[config.mk]
export PLATFORM = sky130hd
export DESIGN_NAME = msk_frame_sync
export DESIGN_NICKNAME = d
export VERILOG_FILES = /design/src/rtl/msk_frame_sync.sv
export SDC_FILE = /design/constraint.sdc
export NUM_CORES = 1
export LEC_CHECK = 0
export ABC_AREA = 1
export CORE_UTILIZATION = 45
export DETAILED_ROUTE_END_ITERATION = 8
export DONT_BUFFER_PORTS = 1
export SKIP_LAST_GASP = 1
export SYNTH_ARGS = -nofsm -noshare
export SYNTH_HDL_FRONTEND = slang
export SYNTH_SLANG_ARGS = --single-unit
[constraint.sdc]
create_clock -name clk -period 6.8 [get_ports clk]
set_input_delay 0.68 -clock clk [delete_from_list [all_inputs] [get_ports clk]]
set_output_delay 0.68 -clock clk [all_outputs]
set_load 0.01 [all_outputs]
[src/rtl/msk_frame_sync.sv]
// MSK frame synchroniser: correlates the bit stream against a sync word
// (either polarity), then unpacks a length byte and N payload bytes.
module msk_frame_sync #(
    parameter logic [31:0] SYNC_WORD = 32'h1ACF_FC1D,
    parameter int unsigned MAX_ERR   = 2
) (
    input  logic        clk,
    input  logic        reset_n,
    input  logic        data_i,
    input  logic        data_valid_i,
    output logic [7:0]  byte_o,
    output logic        byte_valid_o,
    output logic        sof_o,
    output logic        eof_o,
    output logic [7:0]  len_o,
    output logic        locked_o,
    output logic        inverted_o,
    output logic [15:0] frame_cnt_o
);

    typedef enum logic [1:0] {
        SEARCH,
        LEN,
        PAYLOAD
    } state_t;

    state_t      state_q, state_d;
    logic [31:0] sr_q, sr_d, sr_nx;
    logic [5:0]  fill_q, fill_d;
    logic [2:0]  bit_q, bit_d;
    logic [7:0]  shf_q, shf_d, shf_nx, byte_nx;
    logic [7:0]  rem_q, rem_d;
    logic        first_q, first_d;
    logic        inv_q, inv_d;
    logic [7:0]  byte_q, byte_d;
    logic [7:0]  len_q, len_d;
    logic        bv_q, bv_d;
    logic        sof_q, sof_d;
    logic        eof_q, eof_d;
    logic [15:0] fcnt_q, fcnt_d;

    function automatic int unsigned popcnt(input logic [31:0] v);
        int unsigned n;
        n = 0;
        for (int i = 0; i < 32; i++) n = n + 32'(v[i]);
        return n;
    endfunction

    always_comb begin
        state_d = state_q;
        sr_d    = sr_q;
        fill_d  = fill_q;
        bit_d   = bit_q;
        shf_d   = shf_q;
        rem_d   = rem_q;
        first_d = first_q;
        inv_d   = inv_q;
        byte_d  = byte_q;
        len_d   = len_q;
        fcnt_d  = fcnt_q;
        bv_d    = 1'b0;
        sof_d   = 1'b0;
        eof_d   = 1'b0;
        sr_nx   = {sr_q[30:0], data_i};
        shf_nx  = {shf_q[6:0], data_i};
        byte_nx = shf_nx ^ {8{inv_q}};
        if (data_valid_i) begin
            unique case (state_q)
                SEARCH: begin
                    sr_d   = sr_nx;
                    fill_d = (fill_q == 6'd32) ? fill_q : fill_q + 6'd1;
                    // correlation only once a full word has been seen
                    if (fill_d == 6'd32) begin
                        if (popcnt(sr_nx ^ SYNC_WORD) <= MAX_ERR) begin
                            state_d = LEN;
                            inv_d   = 1'b0;
                            bit_d   = 3'd0;
                        end else if (popcnt(~sr_nx ^ SYNC_WORD) <= MAX_ERR) begin
                            state_d = LEN;
                            inv_d   = 1'b1;
                            bit_d   = 3'd0;
                        end
                    end
                end
                LEN: begin
                    shf_d = shf_nx;
                    bit_d = bit_q + 3'd1;
                    if (bit_q == 3'd7) begin
                        len_d = byte_nx;
                        if (byte_nx == 8'd0) begin
                            state_d = SEARCH;
                            fill_d  = 6'd0;
                            fcnt_d  = fcnt_q + 16'd1;
                        end else begin
                            state_d = PAYLOAD;
                            rem_d   = byte_nx;
                            first_d = 1'b1;
                        end
                    end
                end
                PAYLOAD: begin
                    shf_d = shf_nx;
                    bit_d = bit_q + 3'd1;
                    if (bit_q == 3'd7) begin
                        byte_d  = byte_nx;
                        bv_d    = 1'b1;
                        sof_d   = first_q;
                        eof_d   = (rem_q == 8'd1);
                        first_d = 1'b0;
                        rem_d   = rem_q - 8'd1;
                        if (rem_q == 8'd1) begin
                            state_d = SEARCH;
                            fill_d  = 6'd0;
                            fcnt_d  = fcnt_q + 16'd1;
                        end
                    end
                end
                default: state_d = SEARCH;
            endcase
        end
    end

    always_ff @(posedge clk) begin
        if (!reset_n) begin
            state_q <= SEARCH;
            sr_q    <= '0;
            fill_q  <= '0;
            bit_q   <= '0;
            shf_q   <= '0;
            rem_q   <= '0;
            first_q <= 1'b0;
            inv_q   <= 1'b0;
            byte_q  <= '0;
            len_q   <= '0;
            bv_q    <= 1'b0;
            sof_q   <= 1'b0;
            eof_q   <= 1'b0;
            fcnt_q  <= '0;
        end else begin
            state_q <= state_d;
            sr_q    <= sr_d;
            fill_q  <= fill_d;
            bit_q   <= bit_d;
            shf_q   <= shf_d;
            rem_q   <= rem_d;
            first_q <= first_d;
            inv_q   <= inv_d;
            byte_q  <= byte_d;
            len_q   <= len_d;
            bv_q    <= bv_d;
            sof_q   <= sof_d;
            eof_q   <= eof_d;
            fcnt_q  <= fcnt_d;
        end
    end

    assign byte_o       = byte_q;
    assign byte_valid_o = bv_q;
    assign sof_o        = sof_q;
    assign eof_o        = eof_q;
    assign len_o        = len_q;
    assign locked_o     = (state_q != SEARCH);
    assign inverted_o   = inv_q;
    assign frame_cnt_o  = fcnt_q;

endmodule

==> impl_metrics.env, run 1 <==
export IMPL_ios=41
export IMPL_yosysWarnings=0
export IMPL_worst_pin_slew_ns=1.059
export IMPL_grt_max_degree=63
export IMPL_synth_top_flop_cell="dfxtp_1"
export IMPL_fin_area_sq_um=6257
export IMPL_drc=0
export IMPL_syn2layout_area_growth_pct=7.571
export IMPL_slowest_stage="fa_1"
export IMPL_outcome="complete, no violations"
export IMPL_grt_pass1_vias=4471
export IMPL_synth_compound_gate_area_share_pct=13.14
export IMPL_cp_cell_sequence="inv_1, fa_1, fa_1, fa_1, inv_1, fa_1, fa_1, inv_1, fa_1, inv_1, ha_1, fa_1, nand2_1, o21ai_0, nor2_1, nand2_1, nand3_1, nand2_1, inv_1, nand2_1, nand2_1, nand2_1, nor2_1"
export IMPL_muxShareOfSynthArea_pct=0.1721
export IMPL_placed_area_sq_um=5926
export IMPL_yosys_register_bits=94
export IMPL_num_fill_cells=1248
export IMPL_grt_ovfl_total=0
export IMPL_holdWs_ns=0.4660
export IMPL_grt_pass1_wl_um=21390
export IMPL_dr_pass1_iters=5
export IMPL_multi_input_area_sq_um=3326
export IMPL_end_kind="flip-flop"
export IMPL_hold_viol=0
export IMPL_start_util_pct=46.09
export IMPL_reg2reg_from="sr_q[0]$_SDFFE_PN0P_"
export IMPL_clk_pin_slew_ns=0.07
export IMPL_dp_hpwl_um=9468
export IMPL_finalSetupViolCount=0
export IMPL_max_freq_ghz=0.1884
export IMPL_post_cts_buffers=0
export IMPL_synth_xor_area_share_pct=2.861
export IMPL_async_reset_ff_share_pct=0
export IMPL_num_nets_final=813
export IMPL_insertion_delay_ns=0.36
export IMPL_syn_avg_cell_area_sq_um=7.756
export IMPL_drive_gt1_share_pct=4.441
export IMPL_ys_types=33
export IMPL_grt_use_total_pct=20.70
export IMPL_routabilityCongestion=0.8835
export IMPL_synth_most_common_cell="inv_1"
export IMPL_core_area_sq_um=12620
export IMPL_die_h_um=115.7
export IMPL_start_kind="flip-flop"
export IMPL_dr_total_vias=4634
export IMPL_antenna_found_initial=0
export IMPL_synthTopCellsByCount="inv_1 (128), nand2_1 (114), dfxtp_1 (94), nor2_1 (83), a21oi_1 (82)"
export IMPL_path_class="reg -> reg"
export IMPL_cts_root_buf="clkbuf_16"
export IMPL_finClkSkew_ns=0.01152
export IMPL_clk_path_buf_depth=2
export IMPL_crit_top_cell="fa_1"
export IMPL_cts_resized=0
export IMPL_max_cap_violations=0
export IMPL_wire_per_inst_um=13.88
export IMPL_synth_fp_nets=825
export IMPL_drtAntennaViolNets=0
export IMPL_synth_top_family_by_area="adder cells"
export IMPL_setup_tns_ns=0
export IMPL_syn_area_sq_um=5817
export IMPL_cts_tree="built"
export IMPL_cp_startpoint="sr_q[0]$_SDFFE_PN0P_"
export IMPL_finalCritPeriodShare_pct=78.05
export IMPL_slew_viol_final=0
export IMPL_max_slew_margin_rel_pct=29.30
export IMPL_cts_sinks=94
export IMPL_dp_cells=899
export IMPL_die_area_sq_um=13390
export IMPL_portBuffers=0
export IMPL_drt_iter0_markers=298
export IMPL_htreeDepth=3
export IMPL_hold_buffers=0
export IMPL_via_per_inst=5.064
export IMPL_routed_wl_um=12700
export IMPL_synth_adder_area_share_pct=21.21
export IMPL_worstRegToRegCells=23
export IMPL_synth_top_area_cell="dfxtp_1"
export IMPL_crit_required_ns=7.04
export IMPL_path_max_fanout=6
export IMPL_cts_buffers=9
export IMPL_instances_no_fill=915
export IMPL_rsz0062_at_grt="no"
export IMPL_rrSetupSlack_ns=1.49
export IMPL_row_count=41
export IMPL_slowest_delay_ns=0.63
export IMPL_synth_area_leaders="dfxtp_1 (32%), fa_1 (16%), inv_1 (8.3%)"
export IMPL_hp_class="in -> reg"
export IMPL_worstReg2RegEnd="bit_q[0]$_SDFFE_PN0P_"
export IMPL_ys_seq_area_share_pct=32.35
export IMPL_cp_arrival_ns=5.55
export IMPL_dieWidth_um=115.7
export IMPL_min_from="reset_n"
export IMPL_synth_edf_count=0
export IMPL_seq_area_sq_um=1882
export IMPL_endpoint="bit_q[0]$_SDFFE_PN0P_"
export IMPL_synth_simple_area_share_pct=19.79
export IMPL_post_route_min_period_ns=5.307
export IMPL_syn_inst=750
export IMPL_diodes=0
export IMPL_synth_top_cell_area_share_pct=32.35
## metrics by stage
stage	worst slack [ns]	util, %
after CTS	1.453	49.58
after detailed placement	1.248	46.96
final	1.493	49.58
after global placement	1.394	46.96
after floorplan	1.554	-
after global routing	1.148	49.58
## metal layers
metal / wire length (um) / global-route usage, % / vias up
li1: - / - / 2342
met3: 476 / 4.707 / 15
met4: 195 / 7.009 / 0
met5: 0 / 0 / -
met1: 5813 / 26.26 / 2202
met2: 6214 / 34.85 / 75
## placed cells by master, fill, tap and decap left out, types with 9 or more instances in the layout
| cell | netlist | routed |
|---|---|---|
| inv_1 | 128 | 128 |
| nand2_1 | 114 | 114 |
| clkbuf_16 | 0 | 9 |
| nand4_1 | 20 | 20 |
| fa_1 | 46 | 46 |
| a21oi_1 | 82 | 82 |
| nand3_1 | 24 | 24 |
| ha_1 | 25 | 25 |
| xor2_1 | 9 | 9 |
| o21ai_0 | 66 | 66 |
| xnor2_1 | 10 | 10 |
| nor2_1 | 83 | 83 |
| dfxtp_1 | 94 | 94 |
## flip-flops by register name (all words and copies together) (netlist names), 2 cells and up
signal	cells
sr_q	31
frame_cnt_o	16
byte_o	8
len_o	8
rem_q	8
shf_q	7
fill_q	6
bit_q	3
state_q	2
## cell families after synthesis
group | count (synthesis)
and+or+nand+nor | 259
buffers and inverters | 155
AOI/OAI and AO/OA | 151
DFF | 94
adders and majority gates | 71
xor gates and xnor gates | 19
muxes | 1
## cell type report
type | instances | share of cell area, %
Clock buffer | 9 | 3.599
Clock inverter | 7 | 1.700
Inverter | 130 | 7.798
Multi-Input combinational cell | 501 | 53.15
Sequential cell | 94 | 30.07
Tap cell | 172 | 3.439
Timing Repair Buffer | 2 | 0.2400
## how the worst min path moves through the flow
stage                                    to  slack (ns)  cells past startpoint
detailed placement         sof_o$_SDFF_PN0_        0.46                      1
global route          bit_q[1]$_SDFFE_PN0P_        0.46                      2
floorplan             rem_q[7]$_SDFFE_PN0P_        0.45                      2
global placement      rem_q[7]$_SDFFE_PN0P_        0.46                      2
CTS                 inverted_o$_SDFFE_PN0P_        0.44                      2
finish                 sr_q[1]$_SDFFE_PN0P_        0.47                      2
## worst max-delay path, delay by kind of cell (launching register included)
family,cells,cell delay [ns]
AO/OA/AOI/OAI,1,0.07
adder cells (fa/ha/maj),8,3.78
AND/OR/NAND/NOR,9,0.75
buffers and inverters,5,0.30
flip-flops,1,0.31
Power of run 1 is left out: the tool's default activity adds up to more than one toggle a clock period on the data nets, which glitch-free logic cannot reach.
==> run 2, diff against run 1 <==
==> constraint.sdc (replaced) <==
create_clock -name clk -period 5.2 [get_ports clk]
set_input_delay 0.52 -clock clk [delete_from_list [all_inputs] [get_ports clk]]
set_output_delay 0.52 -clock clk [all_outputs]
set_load 0.01 [all_outputs]
==> run 2 against run 1 <==
Hold slack worse by 0.17 ns; clock-buffer cell count is 1 higher; maximum frequency is 4.2% higher; global-route usage is 1.1 points lower; die area stayed put; design area is 0.78% higher.
==> impl_metrics.env, run 2 (synthesized netlist as in run 1, its figures left out) <==
export IMPL_core_area_sq_um=12620
export IMPL_multi_input_area_sq_um=3358
export IMPL_final_cell_mix="inv_1 (122), nand2_1 (109), dfxtp_1 (86)"
export IMPL_num_fill_cells=1231
export IMPL_dr_pass1_iters=4
export IMPL_grt_pass1_vias=4301
export IMPL_dp_hpwl_um=9182
export IMPL_max_freq_ghz=0.1964
export IMPL_hold_buffers=0
export IMPL_end_kind="flip-flop"
export IMPL_rsz0062_at_grt="yes"
export IMPL_slowest_stage="fa_2"
export IMPL_grt_pass1_wl_um=20260
export IMPL_slowest_delay_ns=0.62
export IMPL_worst_pin_slew_ns=1.033
export IMPL_post_route_util_pct=49.97
export IMPL_max_cap_violations=0
export IMPL_insertion_delay_ns=0.35
export IMPL_post_route_min_period_ns=5.093
export IMPL_start_util_pct=46.09
export IMPL_clk_pin_slew_ns=0.07
export IMPL_ios=41
export IMPL_drtAntennaViolNets=0
export IMPL_reg2reg_from="sr_q[0]$_SDFFE_PN0P_"
export IMPL_row_count=41
export IMPL_cp_arrival_ns=5.34
export IMPL_num_nets_final=821
export IMPL_holdWs_ns=0.2958
export IMPL_finalCritPeriodShare_pct=97.94
export IMPL_via_per_inst=5.010
export IMPL_outcome="complete, no violations"
export IMPL_fin_ws_ns=0.1071
export IMPL_antenna_found_initial=0
export IMPL_hold_viol=0
export IMPL_die_h_um=115.7
export IMPL_clk_path_buf_depth=2
export IMPL_dieWidth_um=115.7
export IMPL_cts_tree="built"
export IMPL_routabilityCongestion=0.8672
export IMPL_htreeDepth=3
export IMPL_crit_required_ns=5.45
export IMPL_min_from="reset_n"
export IMPL_hp_class="in -> reg"
export IMPL_diodes=0
export IMPL_dp_slack_ns=-0.1672
export IMPL_crit_top_cell="fa_1"
export IMPL_cts_buffers=9
export IMPL_path_buf_inv=5
export IMPL_top_register="sr_q"
export IMPL_final_common_cell="inv_1"
export IMPL_drc=0
export IMPL_path_max_fanout=6
export IMPL_largest_reg_flops=31
export IMPL_syn2layout_area_growth_pct=8.410
export IMPL_cp_startpoint="sr_q[0]$_SDFFE_PN0P_"
export IMPL_wire_per_inst_um=13.41
export IMPL_grt_use_total_pct=19.59
export IMPL_drt_iter0_markers=305
export IMPL_routed_wl_um=12380
export IMPL_cts_root_buf="clkbuf_16"
export IMPL_grt_max_degree=63
export IMPL_cp_cell_sequence="inv_1, fa_2, fa_1, fa_1, inv_1, fa_1, fa_1, inv_1, fa_1, inv_1, ha_1, fa_1, nand2_1, o21ai_0, nor2_1, nand2_1, nand3_2, nand2_2, inv_2, nand2_4, nand2_2, nand2_1, nor2_1"
export IMPL_finClkSkew_ns=0.007455
export IMPL_dr_total_vias=4624
export IMPL_drive_gt1_share_pct=8.522
export IMPL_cpLargestDelayFamily="adder cells"
export IMPL_path_class="reg -> reg"
export IMPL_die_area_sq_um=13390
export IMPL_portBuffers=0
export IMPL_start_kind="flip-flop"
export IMPL_cts_sinks=94
export IMPL_slew_viol_final=0
export IMPL_grt_ovfl_total=0
export IMPL_max_slew_margin_rel_pct=31.03
export IMPL_finalSetupViolCount=0
export IMPL_seq_area_sq_um=1892
run 2: cell types whose count changed in the layout (fill, tap and decap cells not counted), moves of 2 or more:
cell and delta:
buf_4 +8, bufinv_16 -2, dfxtp_1 -8, dfxtp_2 +8, fa_1 -2, fa_2 +2, inv_1 -6, inv_2 +6
inv_6 +3, nand2_1 -5, nand2_2 +4
run 2: area by class of cell:
class | count | share of cell area [%]
Tap cell | 172 | 3.413
Timing Repair Buffer | 10 | 1.190
Clock buffer | 10 | 3.631
Clock inverter | 6 | 0.7738
Inverter | 130 | 7.738
Sequential cell | 94 | 30.00
Multi-Input combinational cell | 501 | 53.25
run 2: worst paths after layout:
kind,end,slack (ns),cells after the start
max,bit_q[0]$_SDFFE_PN0P_,0.11,23
min,sr_q[0]$_SDFFE_PN0P_,0.30,2
max reg2reg,bit_q[0]$_SDFFE_PN0P_,0.11,23
min reg2reg,sof_o$_SDFF_PN0_,0.48,1
run 2: layer usage:
layer / GRT usage [%] / part of all wire [%] / vias up
met2: 33.45 / 48 / 75
met5: 0 / 0 / -
met4: 7.009 / 1.8 / 0
met3: 4.393 / 3.9 / 17
li1: - / - / 2359
met1: 24.35 / 47 / 2173
run 2: worst reg2reg max path, delay by kind of cell, from the launching register on:
kind                     cells  cell delay (ns)
buffers and inverters        5             0.26
adder cells (fa/ha/maj)      8             3.69
AO/OA/AOI/OAI                1             0.07
AND/OR/NAND/NOR              9             0.67
flip-flops                   1             0.31
run 2: per-stage QoR:
stage          std cells  TNS (ns)  instance area, sq um
2_1_floorplan        750         0                  5817
3_3_place_gp         900   -0.1784                  5933
3_5_place_dp         900   -0.4703                  5933
4_1_cts              916         0                  6216
5_1_grt              923   -0.5790                  6306
6_report             923         0                  6306
run 2: timing repair:
item                       CTS  global route
pin swaps                    0            17
resized for setup            2            24
buffers inserted             0             7
setup endpoints to repair    3             5
Power of run 2 is left out for the same reason.
